**src/rtl/nor8_zero_flag_pkg.sv**
```systemverilog
// Shared constants for the 8-input NOR zero detector.
//   CNT_W_DEFAULT   : default width of the zero-cycle counter
//   CNT_SAT_DEFAULT : all-ones saturation value for the default width
//   cnt_sat()       : all-ones saturation value for any counter width
package nor8_zero_flag_pkg;

    localparam int CNT_W_DEFAULT = 8;

    localparam logic [CNT_W_DEFAULT-1:0] CNT_SAT_DEFAULT = '1;

    function automatic logic [31:0] cnt_sat(input int width);
        logic [31:0] v;
        v = '0;
        for (int i = 0; i < width && i < 32; i++) begin
            v[i] = 1'b1;
        end
        return v;
    endfunction

endpackage

```
**src/rtl/nor8_zero_flag_nor_tree.sv**
```systemverilog
// Combinational 8-input NOR core, usable by the ALU without the registers.
//   bits : eight bits under test
//   zero : 1 only when every bit is 0
module nor8_zero_flag_nor_tree (
    input  logic [7:0] bits,
    output logic       zero
);

    assign zero = ~|bits;

endmodule

```
**src/rtl/nor8_zero_flag.sv**
```systemverilog
// Zero detector for the ALU result with registered flag, rising-edge pulse
// and a saturating count of clock edges on which the result was zero.
//   CLK        : system clock, rising edge
//   RESET      : synchronous active-high reset
//   IN0..IN7   : bits under test (RESULT[0]..RESULT[7])
//   ZERO       : combinational NOR of IN0..IN7
//   ZERO_REG   : ZERO registered on CLK
//   ZERO_RISE  : ZERO & ~ZERO_REG, held low during reset
//   ZERO_COUNT : saturating count of edges with ZERO = 1
module nor8_zero_flag
    import nor8_zero_flag_pkg::*;
#(
    parameter int CNT_W = CNT_W_DEFAULT
) (
    input  logic             CLK,
    input  logic             RESET,
    input  logic             IN0,
    input  logic             IN1,
    input  logic             IN2,
    input  logic             IN3,
    input  logic             IN4,
    input  logic             IN5,
    input  logic             IN6,
    input  logic             IN7,
    output logic             ZERO,
    output logic             ZERO_REG,
    output logic             ZERO_RISE,
    output logic [CNT_W-1:0] ZERO_COUNT
);

    localparam logic [CNT_W-1:0] CNT_MAX = '1;

    logic [7:0] in_bits;
    logic       zero_comb;
    logic       zero_q;
    logic [CNT_W-1:0] count_q;

    assign in_bits = {IN7, IN6, IN5, IN4, IN3, IN2, IN1, IN0};

    nor8_zero_flag_nor_tree u_nor_tree (
        .bits (in_bits),
        .zero (zero_comb)
    );

    // zero_q doubles as the previous-flag register used for edge detection.
    always_ff @(posedge CLK) begin
        if (RESET) begin
            zero_q  <= 1'b0;
            count_q <= '0;
        end else begin
            zero_q <= zero_comb;
            if (zero_comb && (count_q != CNT_MAX)) begin
                count_q <= count_q + 1'b1;
            end
        end
    end

    assign ZERO       = zero_comb;
    assign ZERO_REG   = zero_q;
    assign ZERO_RISE  = zero_comb & ~zero_q & ~RESET;
    assign ZERO_COUNT = count_q;

endmodule

```
**config.mk**
```make
export PLATFORM = sky130hd
export DESIGN_NAME = nor8_zero_flag
export DESIGN_NICKNAME = d
export VERILOG_FILES = /design/src/rtl/nor8_zero_flag_pkg.sv /design/src/rtl/nor8_zero_flag_nor_tree.sv /design/src/rtl/nor8_zero_flag.sv
export SDC_FILE = /design/constraint.sdc
export NUM_CORES = 1
export LEC_CHECK = 0
export ABC_CLOCK_PERIOD_IN_PS = 2500
export CORE_AREA = 2 2 39 41
export DETAILED_ROUTE_END_ITERATION = 10
export DIE_AREA = 0 0 41 43
export GPL_ROUTABILITY_DRIVEN = 1
export PLACE_DENSITY = 0.7
export SYNTH_ARGS = -nofsm -noshare
export SYNTH_HDL_FRONTEND = slang
export SYNTH_SLANG_ARGS = --single-unit
```
**constraint.sdc**
```tcl
create_clock -name CLK -period 2.5 [get_ports CLK]
set_input_delay 0.625 -clock CLK [delete_from_list [all_inputs] [get_ports CLK]]
set_output_delay 0.625 -clock CLK [all_outputs]
set_load 0.02 [all_outputs]
```
# Yosys cells after proc, flatten, opt, wreduce, memory -nomap -nowiden
# Cells that the tools add are included.
dict set report op_classes {
  n_addsub 1
  n_eq_ne 1
  bitwise_logic 4
  reduce_logical 3
}
# cell n
set ops {}
lappend ops {{adder 8 x 1 -> 8 bit, second input constant} 1}
lappend ops {{!= test 8 bit, second input constant} 1}
lappend ops {{OR reduction 8 bit} 1}
lappend ops {{bitwise AND 1 bit} 2}
lappend ops {{inverter 1 bit} 2}
lappend ops {{logical AND 1 bit} 1}
lappend ops {{zero test 1 bit} 1}
dict set report totals {
  reg_bits 9
  inputBits 10
  out_inout_bits 11
  word_cells 11
}

# Depth between registers and ports, before layout
# Gate-level depths: netlist of the first run.
dict set report depth {
  ltp_word 4
  mapped_depth 5
  depth_no_buf 5
}

# Hierarchy
# From an unflattened synthesis of the first run, not the netlist that was laid out.
dict set report unflattened {
  cells_unflattened 50
  hier_area_um2 465.4
}
# module n_inst cells_each area_per_inst_um2 seq_area_each_um2
set modules_own_cells {}
lappend modules_own_cells {nor8_zero_flag 1 47 446.7 180.2}
lappend modules_own_cells {nor8_zero_flag_nor_tree 1 3 18.8 0.0}

# Worst setup path after synthesis of the first run
# OpenSTA, ideal clock, no wires.
dict set report synth_timing {
  path_type {input to output}
  startpoint {input IN5}
  endpoint {output ZERO_RISE}
  arrival_time_ns 1.625
  t_required_ns 1.875
  setup_slack_ns 0.250
  stages 3
  path_buffers 0
  cell_sequence {nor4_4 nand2_1 nor3_1}
}
dict set report synth_between {
  elab_chain_len 4
}
# item line
set synth_rtl {}
lappend synth_rtl {{from (decl)} nor8_zero_flag.sv:22} ;# input logic IN5,
lappend synth_rtl {{OR reduction 8 bit} nor8_zero_flag_nor_tree.sv:9} ;# assign zero = ~|bits;
lappend synth_rtl {{zero test 1 bit} nor8_zero_flag_nor_tree.sv:9}
lappend synth_rtl {{bitwise AND 1 bit (2 in a row)} nor8_zero_flag.sv:60} ;# assign ZERO_RISE = zero_comb & ~zero_q & ~RESET;
lappend synth_rtl {{to (decl)} nor8_zero_flag.sv:27} ;# output logic ZERO_RISE,
# No other way between the ends.

# Worst setup path after layout of the first run
dict set report layout_timing {
  startpoint {input IN1}
  endpoint {output ZERO_RISE}
}
dict set report layout_between {
  elab_chain_len 4
}
# item line
set layout_rtl {}
lappend layout_rtl {{from (decl)} nor8_zero_flag.sv:18} ;# input logic IN1,
lappend layout_rtl {{OR reduction 8 bit} nor8_zero_flag_nor_tree.sv:9}
lappend layout_rtl {{zero test 1 bit} nor8_zero_flag_nor_tree.sv:9}
lappend layout_rtl {{bitwise AND 1 bit (2 in a row)} nor8_zero_flag.sv:60}
# No other way between the ends.

==> impl_metrics.json, run 1 <==
{
  "die_w_um": 41,
  "vias": 488,
  "placed_cells": 90,
  "synth-async-reset-ratio": 0,
  "grt_max_degree": 10,
  "synthesized_area_um2": 480.5,
  "globalplace.congestion": 0.7585,
  "synth_edf_count": 0,
  "setup.worst_path.end_class": "primary output",
  "cp_data_required_time_ns": 1.88,
  "powerDensity_nw_per_um2": 380.5,
  "grtUsageTotal": 0.1370,
  "dpl.hpwl_um": 830.2,
  "dr.first_iter.drc_count": 6,
  "yosys_register_bits": 9,
  "post_drt_wl_per_cell_um": 11.76,
  "dieArea_um2": 1763,
  "post_dp_cell_area_um2": 723.2,
  "clkTransAtPathRegs_ns": 0.06,
  "antenna_nets_post_route": 0,
  "tritoncts": "done",
  "max_clock_freq_mhz": 409.2,
  "timing.slew.headroom": 0.8162,
  "timing_worst_slew_pin_value_ns": 0.2744,
  "max_stage_delay_ns": 0.45,
  "post-synth-top-area-cell": "sky130_fd_sc_hd__dfxtp_1",
  "grt-ovfl-total": 0,
  "rsz0062_at_grt": "no",
  "layout.cell_area.non_filler_um2": 749.5,
  "route.final.wire_length_um": 1117,
  "power.total_w": 0.0002852,
  "core_um2": 1384,
  "number_of_hold_buffers_added_after_cts": 0,
  "drv.max_cap_violation_count": 0,
  "rows": 14,
  "htree_num_levels": 1,
  "largest_voltage_drop_on_the_vdd_net_uv": 303.4,
  "finalHoldWorstSlack_ns": 0.5326,
  "criticalPathCategory": "input port to primary output",
  "numPortBuffers": 20,
  "clockRootBuffer": "sky130_fd_sc_hd__clkbuf_4",
  "num-nets-final": 91,
  "final_layout_size_suffix_gt1_frac": 0.1772,
  "crit_arrival_ns": 1.82,
  "clock-skew-final_ns": 0.003463,
  "timing.final.max_slew_violations": 0,
  "drt_pre_antenna_iters": 5,
  "cp_slowest_cell": "sky130_fd_sc_hd__clkdlybuf4s50_1",
  "cp_max_fo": 3,
  "run_status": "finished, final reports clean",
  "timing.critical_path.max_delay_family": "buffers and inverters",
  "avgSynthCellArea_um2": 9.421,
  "max-clock-path-buffers": 2,
  "critical_path.startpoint_type": "input port",
  "skew_pair_late_insertion_delay_ns": 0.26,
  "synth_nets": 62,
  "yosysWarningCount": 0,
  "final.min_clock_period_ns": 2.444,
  "die_y_um": 43,
  "design.portCount": 21,
  "post_synth_num_cell_types": 22,
  "numClockSinks": 9,
  "setup_viol_count_final": 0,
  "fin_crit_share": 0.9776,
  "global_route_wire_length_before_repair_um": 1566,
  "min_path_type": "flop to flop",
  "synth_flop_cell": "sky130_fd_sc_hd__dfxtp_1",
  "vias_per_cell": 5.137,
  "cell_types_occupying_the_most_area_after_synthesis": "sky130_fd_sc_hd__dfxtp_1 38%, sky130_fd_sc_hd__nor4_4 8.9%, sky130_fd_sc_hd__o211ai_4 4.4%",
  "synthesis.instances": 51,
  "stdcell_count": 95,
  "area_delta_synth_final_pct": 55.99,
  "synth_sequential_area_ratio": 0.3750,
  "power_leakage_nw": 0.2794,
  "critPathBufInv": 2,
  "via_count_of_the_first_global_routing_pass": 366,
  "critical_path.cell_chain": "clkdlybuf4s50_1 > nor4_4 > nand2_2 > nor3_1 > buf_2",
  "timing.final.hold_violations": 0,
  "final.fill_count": 120,
  "yosys.area.top_type_share": 0.3750,
  "cts-buffers-inserted": 3,
  "number_of_antenna_diodes": 0,
  "initial_core_util": 0.3472,
  "drt_drc_violations_left": 0,
  "grt_antenna_before_repair": 0
}
[cell usage in the layout (no fill, tap or decap)]
master / synthesis / routed
sky130_fd_sc_hd__nor3_1: 2 / 2
sky130_fd_sc_hd__ha_1: 1 / 1
sky130_fd_sc_hd__nor2_1: 5 / 5
sky130_fd_sc_hd__clkbuf_4: 0 / 3
sky130_fd_sc_hd__or4_1: 1 / 1
sky130_fd_sc_hd__o2111ai_1: 1 / 1
sky130_fd_sc_hd__nand3_1: 4 / 4
sky130_fd_sc_hd__a211oi_1: 1 / 1
sky130_fd_sc_hd__o31ai_1: 1 / 1
sky130_fd_sc_hd__and3_1: 1 / 1
sky130_fd_sc_hd__nand2_2: 0 / 1
sky130_fd_sc_hd__clkbuf_1: 0 / 1
sky130_fd_sc_hd__clkbuf_2: 0 / 1
sky130_fd_sc_hd__nor4_4: 2 / 2
sky130_fd_sc_hd__dfxtp_1: 9 / 9
sky130_fd_sc_hd__nand2_1: 3 / 2
sky130_fd_sc_hd__and4_1: 2 / 2
sky130_fd_sc_hd__o21ai_0: 2 / 2
sky130_fd_sc_hd__a21oi_1: 3 / 3
sky130_fd_sc_hd__buf_2: 0 / 1
sky130_fd_sc_hd__inv_1: 2 / 2
sky130_fd_sc_hd__xor2_1: 2 / 2
sky130_fd_sc_hd__mux2i_1: 2 / 2
sky130_fd_sc_hd__clkdlybuf4s50_1: 0 / 18
sky130_fd_sc_hd__o211ai_4: 1 / 1
sky130_fd_sc_hd__buf_4: 1 / 5
sky130_fd_sc_hd__nand4_1: 3 / 3
sky130_fd_sc_hd__or3_1: 2 / 2
[flip-flops by register name, summed over array words and instances (netlist names)]
register / flops
ZERO_COUNT: 8
ZERO_REG: 1
[metrics by stage]
stage	setup TNS, ns	util	setup WS [ns]
global placement	-0.6204	0.5226	-0.3602
CTS	0	0.5380	0.0001390
global route	0	0.5416	0.0004425
detailed placement	-0.6926	0.5226	-0.3986
finish	0	0.5416	0.05600
floorplan	0	-	0.2505
[per-layer routing]
| metal | track usage | vias to the layer above | part of all wire |
|---|---|---|---|
| met1 | 0.1721 | 206 | 0.44 |
| met2 | 0.1781 | 27 | 0.41 |
| met5 | 0 | - | 0 |
| met3 | 0.04188 | 4 | 0.11 |
| met4 | 0.1200 | 0 | 0.038 |
| li1 | - | 251 | - |
[logic make-up (layout without fill, tap and decap cells)]
| group | Yosys count | after routing | synth area share |
|---|---|---|---|
| compound gates | 9 | 9 | 0.1458 |
| xor+xnor | 2 | 2 | 0.03646 |
| fa+ha+maj | 1 | 1 | 0.02604 |
| buf+inv | 3 | 31 | 0.03126 |
| flops | 9 | 9 | 0.3750 |
| mux | 2 | 2 | 0.04167 |
| simple gates | 25 | 25 | 0.3438 |
[power breakdown]
part	switching (W)	internal, W	leakage [nW]
clock	0.0000522	0.0000616	0.0150
combinational	0.0000107	0.0000171	0.192
sequential	0.000000113	0.000143	0.0725
total	0.0000630	0.000222	0.279
[final cells by class]
cell class              count  area [um2]  share of cell area
repair buffers             25       227.7              0.3038
clock buffers               4       26.28             0.03506
inverters                   2       7.507             0.01002
multi-input cells          39       287.8              0.3840
well taps                  16       20.02             0.02671
flip-flops and latches      9       180.2              0.2404
[repair_timing]
| item | 4_1_cts | 5_1_grt |
|---|---|---|
| setup endpoints to repair | 2 | 2 |
| resized for setup | 7 | 2 |
| setup buffers | 0 | 1 |
| pin swaps | 0 | 1 |
[final timing paths]
kind / from / cells past startpoint / slack (ns) / to
worst min register to register: ZERO_COUNT[7] / 2 / 0.53 / ZERO_COUNT[7]
worst min-delay path: ZERO_COUNT[7] / 2 / 0.53 / ZERO_COUNT[7]
worst max-delay path: IN1 / 5 / 0.06 / ZERO_RISE
worst max register to register: ZERO_COUNT[0] / 5 / 0.89 / ZERO_COUNT[5]
[worst reg2reg max path, cell delays in order (launching register included)]
cell and delay [ns]:
sky130_fd_sc_hd__dfxtp_1 0.36, sky130_fd_sc_hd__ha_1 0.25, sky130_fd_sc_hd__nand4_1 0.17, sky130_fd_sc_hd__o211ai_4 0.15
sky130_fd_sc_hd__or4_1 0.48, sky130_fd_sc_hd__a21oi_1 0.14
[cells in the mapped netlist, types with 2 or more instances]
| library cell | count |
|---|---|
| sky130_fd_sc_hd__a21oi_1 | 3 |
| sky130_fd_sc_hd__and4_1 | 2 |
| sky130_fd_sc_hd__dfxtp_1 | 9 |
| sky130_fd_sc_hd__inv_1 | 2 |
| sky130_fd_sc_hd__mux2i_1 | 2 |
| sky130_fd_sc_hd__nand2_1 | 3 |
| sky130_fd_sc_hd__nand3_1 | 4 |
| sky130_fd_sc_hd__nand4_1 | 3 |
| sky130_fd_sc_hd__nor2_1 | 5 |
| sky130_fd_sc_hd__nor3_1 | 2 |
| sky130_fd_sc_hd__nor4_4 | 2 |
| sky130_fd_sc_hd__o21ai_0 | 2 |
| sky130_fd_sc_hd__or3_1 | 2 |
| sky130_fd_sc_hd__xor2_1 | 2 |
Note: power is estimated with default switching activity, not from simulation.
==> inputs of run 2 (changes only) <==
--- a/config.mk
+++ b/config.mk
@@ -5,12 +5,12 @@
 export SDC_FILE = /design/constraint.sdc
 export NUM_CORES = 1
 export LEC_CHECK = 0
-export ABC_CLOCK_PERIOD_IN_PS = 2500
-export CORE_AREA = 2 2 39 41
+export ABC_CLOCK_PERIOD_IN_PS = 1960
+export CORE_MARGIN = 5
+export CORE_UTILIZATION = 35
 export DETAILED_ROUTE_END_ITERATION = 10
-export DIE_AREA = 0 0 41 43
 export GPL_ROUTABILITY_DRIVEN = 1
-export PLACE_DENSITY = 0.7
+export PLACE_DENSITY = 0.71
 export SYNTH_ARGS = -nofsm -noshare
 export SYNTH_HDL_FRONTEND = slang
 export SYNTH_SLANG_ARGS = --single-unit
==> constraint.sdc (replaced) <==
create_clock -name CLK -period 1.96 [get_ports CLK]
set_input_delay 0.49 -clock CLK [delete_from_list [all_inputs] [get_ports CLK]]
set_output_delay 0.49 -clock CLK [all_outputs]
set_load 0.02 [all_outputs]
==> run 2 against run 1 <==
  * Sequential share of layout area is essentially flat
  * Non-clock buffer count grew 2
  * Highest routed layer unchanged
  * Total power grew 24%
  * Critical path depth is the same
  * Worst setup slack gained 0.044 ns
  * Combinational power grew 2%
  * Largest cell class unchanged
==> impl_metrics.json, run 2 (synthesis results as in run 1) <==
{
  "min_path_type": "flop to flop",
  "rsz0062_at_grt": "no",
  "drt_drc_violations_left": 0,
  "critical_path.cell_chain": "clkdlybuf4s15_1 > nor4_4 > nand2_2 > nor3_2 > buf_4",
  "finalHoldWorstSlack_ns": 0.5182,
  "via_count_of_the_first_global_routing_pass": 491,
  "grtUsageTotal": 0.1234,
  "largest_register_ff_count": 8,
  "initial_core_util": 0.3692,
  "drt_pre_antenna_iters": 4,
  "cp_data_required_time_ns": 1.47,
  "numPortBuffers": 20,
  "stdcell_count": 96,
  "vias_per_cell": 5.281,
  "dieArea_um2": 2214,
  "clock-skew-final_ns": 0.004366,
  "criticalPathCategory": "input port to primary output",
  "number_of_hold_buffers_added_after_cts": 0,
  "max-clock-path-buffers": 2,
  "cp_slowest_cell": "sky130_fd_sc_hd__nor4_4",
  "timing.critical_path.max_delay_family": "simple AND/OR/NAND/NOR gates",
  "largest_voltage_drop_on_the_vdd_net_uv": 249.2,
  "dr.first_iter.drc_count": 14,
  "most_used_cells_in_the_layout_excluding_fill_and_tap_cells": "10 x sky130_fd_sc_hd__clkdlybuf4s50_1, 9 x sky130_fd_sc_hd__dfxtp_1, 8 x sky130_fd_sc_hd__buf_4",
  "fin_crit_share": 0.9489,
  "numClockSinks": 9,
  "setup_viol_count_final": 0,
  "timing.final.max_slew_violations": 0,
  "max_clock_freq_mhz": 537.7,
  "vias": 507,
  "design.portCount": 21,
  "timing.slew.headroom": 0.8374,
  "critical_path.startpoint_type": "input port",
  "core_um2": 1301,
  "layout.cells.most_common": "sky130_fd_sc_hd__clkdlybuf4s50_1",
  "power_leakage_nw": 0.2945,
  "area_delta_synth_final_pct": 55.73,
  "final_layout_size_suffix_gt1_frac": 0.2593,
  "die_y_um": 47.05,
  "globalplace.congestion": 0.7417,
  "critPathBufInv": 2,
  "final_critical_path_setup_slack_ns": 0.1001,
  "pre_cts_slack_ns": -0.6814,
  "cp_max_fo": 3,
  "setup.worst_path.end_class": "primary output",
  "die_w_um": 47.05,
  "htree_num_levels": 1,
  "post_drt_wl_per_cell_um": 12.63,
  "skew_pair_late_insertion_delay_ns": 0.26,
  "tritoncts": "done",
  "antenna_nets_post_route": 0,
  "max_stage_delay_ns": 0.25,
  "timing.final.hold_violations": 0,
  "powerDensity_nw_per_um2": 471.3,
  "grt-ovfl-total": 0,
  "rows": 13,
  "drv.max_cap_violation_count": 0,
  "clkTransAtPathRegs_ns": 0.06,
  "crit_arrival_ns": 1.37,
  "run_status": "finished, final reports clean",
  "final.setup.tns_ns": 0,
  "cts-buffers-inserted": 3,
  "number_of_antenna_diodes": 0,
  "route.final.wire_length_um": 1212,
  "dpl.hpwl_um": 966.2,
  "placed_cells": 91,
  "clockRootBuffer": "sky130_fd_sc_hd__clkbuf_4",
  "final.min_clock_period_ns": 1.860,
  "grt_max_degree": 10,
  "timing_worst_slew_pin_value_ns": 0.2421,
  "global_route_wire_length_before_repair_um": 1959,
  "grt_antenna_before_repair": 0,
  "num-nets-final": 93
}
run 2: changes by cell type in the layout (fill, tap and decap cells not counted):
cell	delta
sky130_fd_sc_hd__nor3_2	+1
sky130_fd_sc_hd__dlygate4sd2_1	+2
sky130_fd_sc_hd__nor3_1	-1
sky130_fd_sc_hd__clkdlybuf4s15_1	+2
sky130_fd_sc_hd__buf_4	+3
sky130_fd_sc_hd__clkbuf_2	+3
sky130_fd_sc_hd__clkdlybuf4s50_1	-8
run 2: final timing paths:
check	from	slack, ns	cells after the start	endpoint
max	IN3	0.10	5	ZERO_RISE
min reg2reg	ZERO_COUNT[7]	0.52	2	ZERO_COUNT[7]
min	ZERO_COUNT[7]	0.52	2	ZERO_COUNT[7]
max reg2reg	ZERO_COUNT[1]	0.33	6	ZERO_COUNT[1]
run 2: metrics by stage:
stage               total power (W)    util  area [um2]
floorplan                 0.0001954       -       485.5
global placement          0.0002213  0.5702       742.0
detailed placement        0.0002217  0.5702       742.0
CTS                       0.0003573  0.5846       760.7
global route              0.0003664  0.5750       748.2
finish                    0.0003527  0.5750       748.2
run 2: final cells by class:
type | count | area, um2
timing repair buffer | 27 | 222.7
clock buffer | 4 | 26.28
tap | 15 | 18.77
sequential | 9 | 180.2
fill | 132 | 553.0
multi-input combinational | 39 | 292.8
inverter | 2 | 7.507
run 2: repair_timing:
| action | CTS | global route |
|---|---|---|
| setup endpoints to repair | 3 | 1 |
| pin swaps | 3 | 4 |
| buffers inserted | 1 | 0 |
| resized for setup | 18 | 10 |
| cloned | 0 | 0 |
run 2: layer usage:
metal	up-vias	GRT usage	share of wire
li1	257	-	-
met1	225	0.1556	0.44
met2	23	0.1978	0.43
met3	2	0.03448	0.12
met4	0	0.04972	0.0099
met5	-	0	0
run 2: power by group:
part	total, W	switching [W]	internal (W)
clock network	0.000141	0.0000627	0.0000783
logic	0.0000284	0.0000133	0.0000152
registers	0.000183	0.000000169	0.000183
total	0.000353	0.0000761	0.000277
run 2: worst register-to-register path, delay by kind of cell, from the launching register on:
family                     cells  cell delay (ns)
DFF                            1             0.43
AOI/OAI and AO/OA              1             0.28
adders and majority gates      1             0.25
and+or+nand+nor                2             0.24
muxes                          1             0.17
buffers and inverters          1             0.16
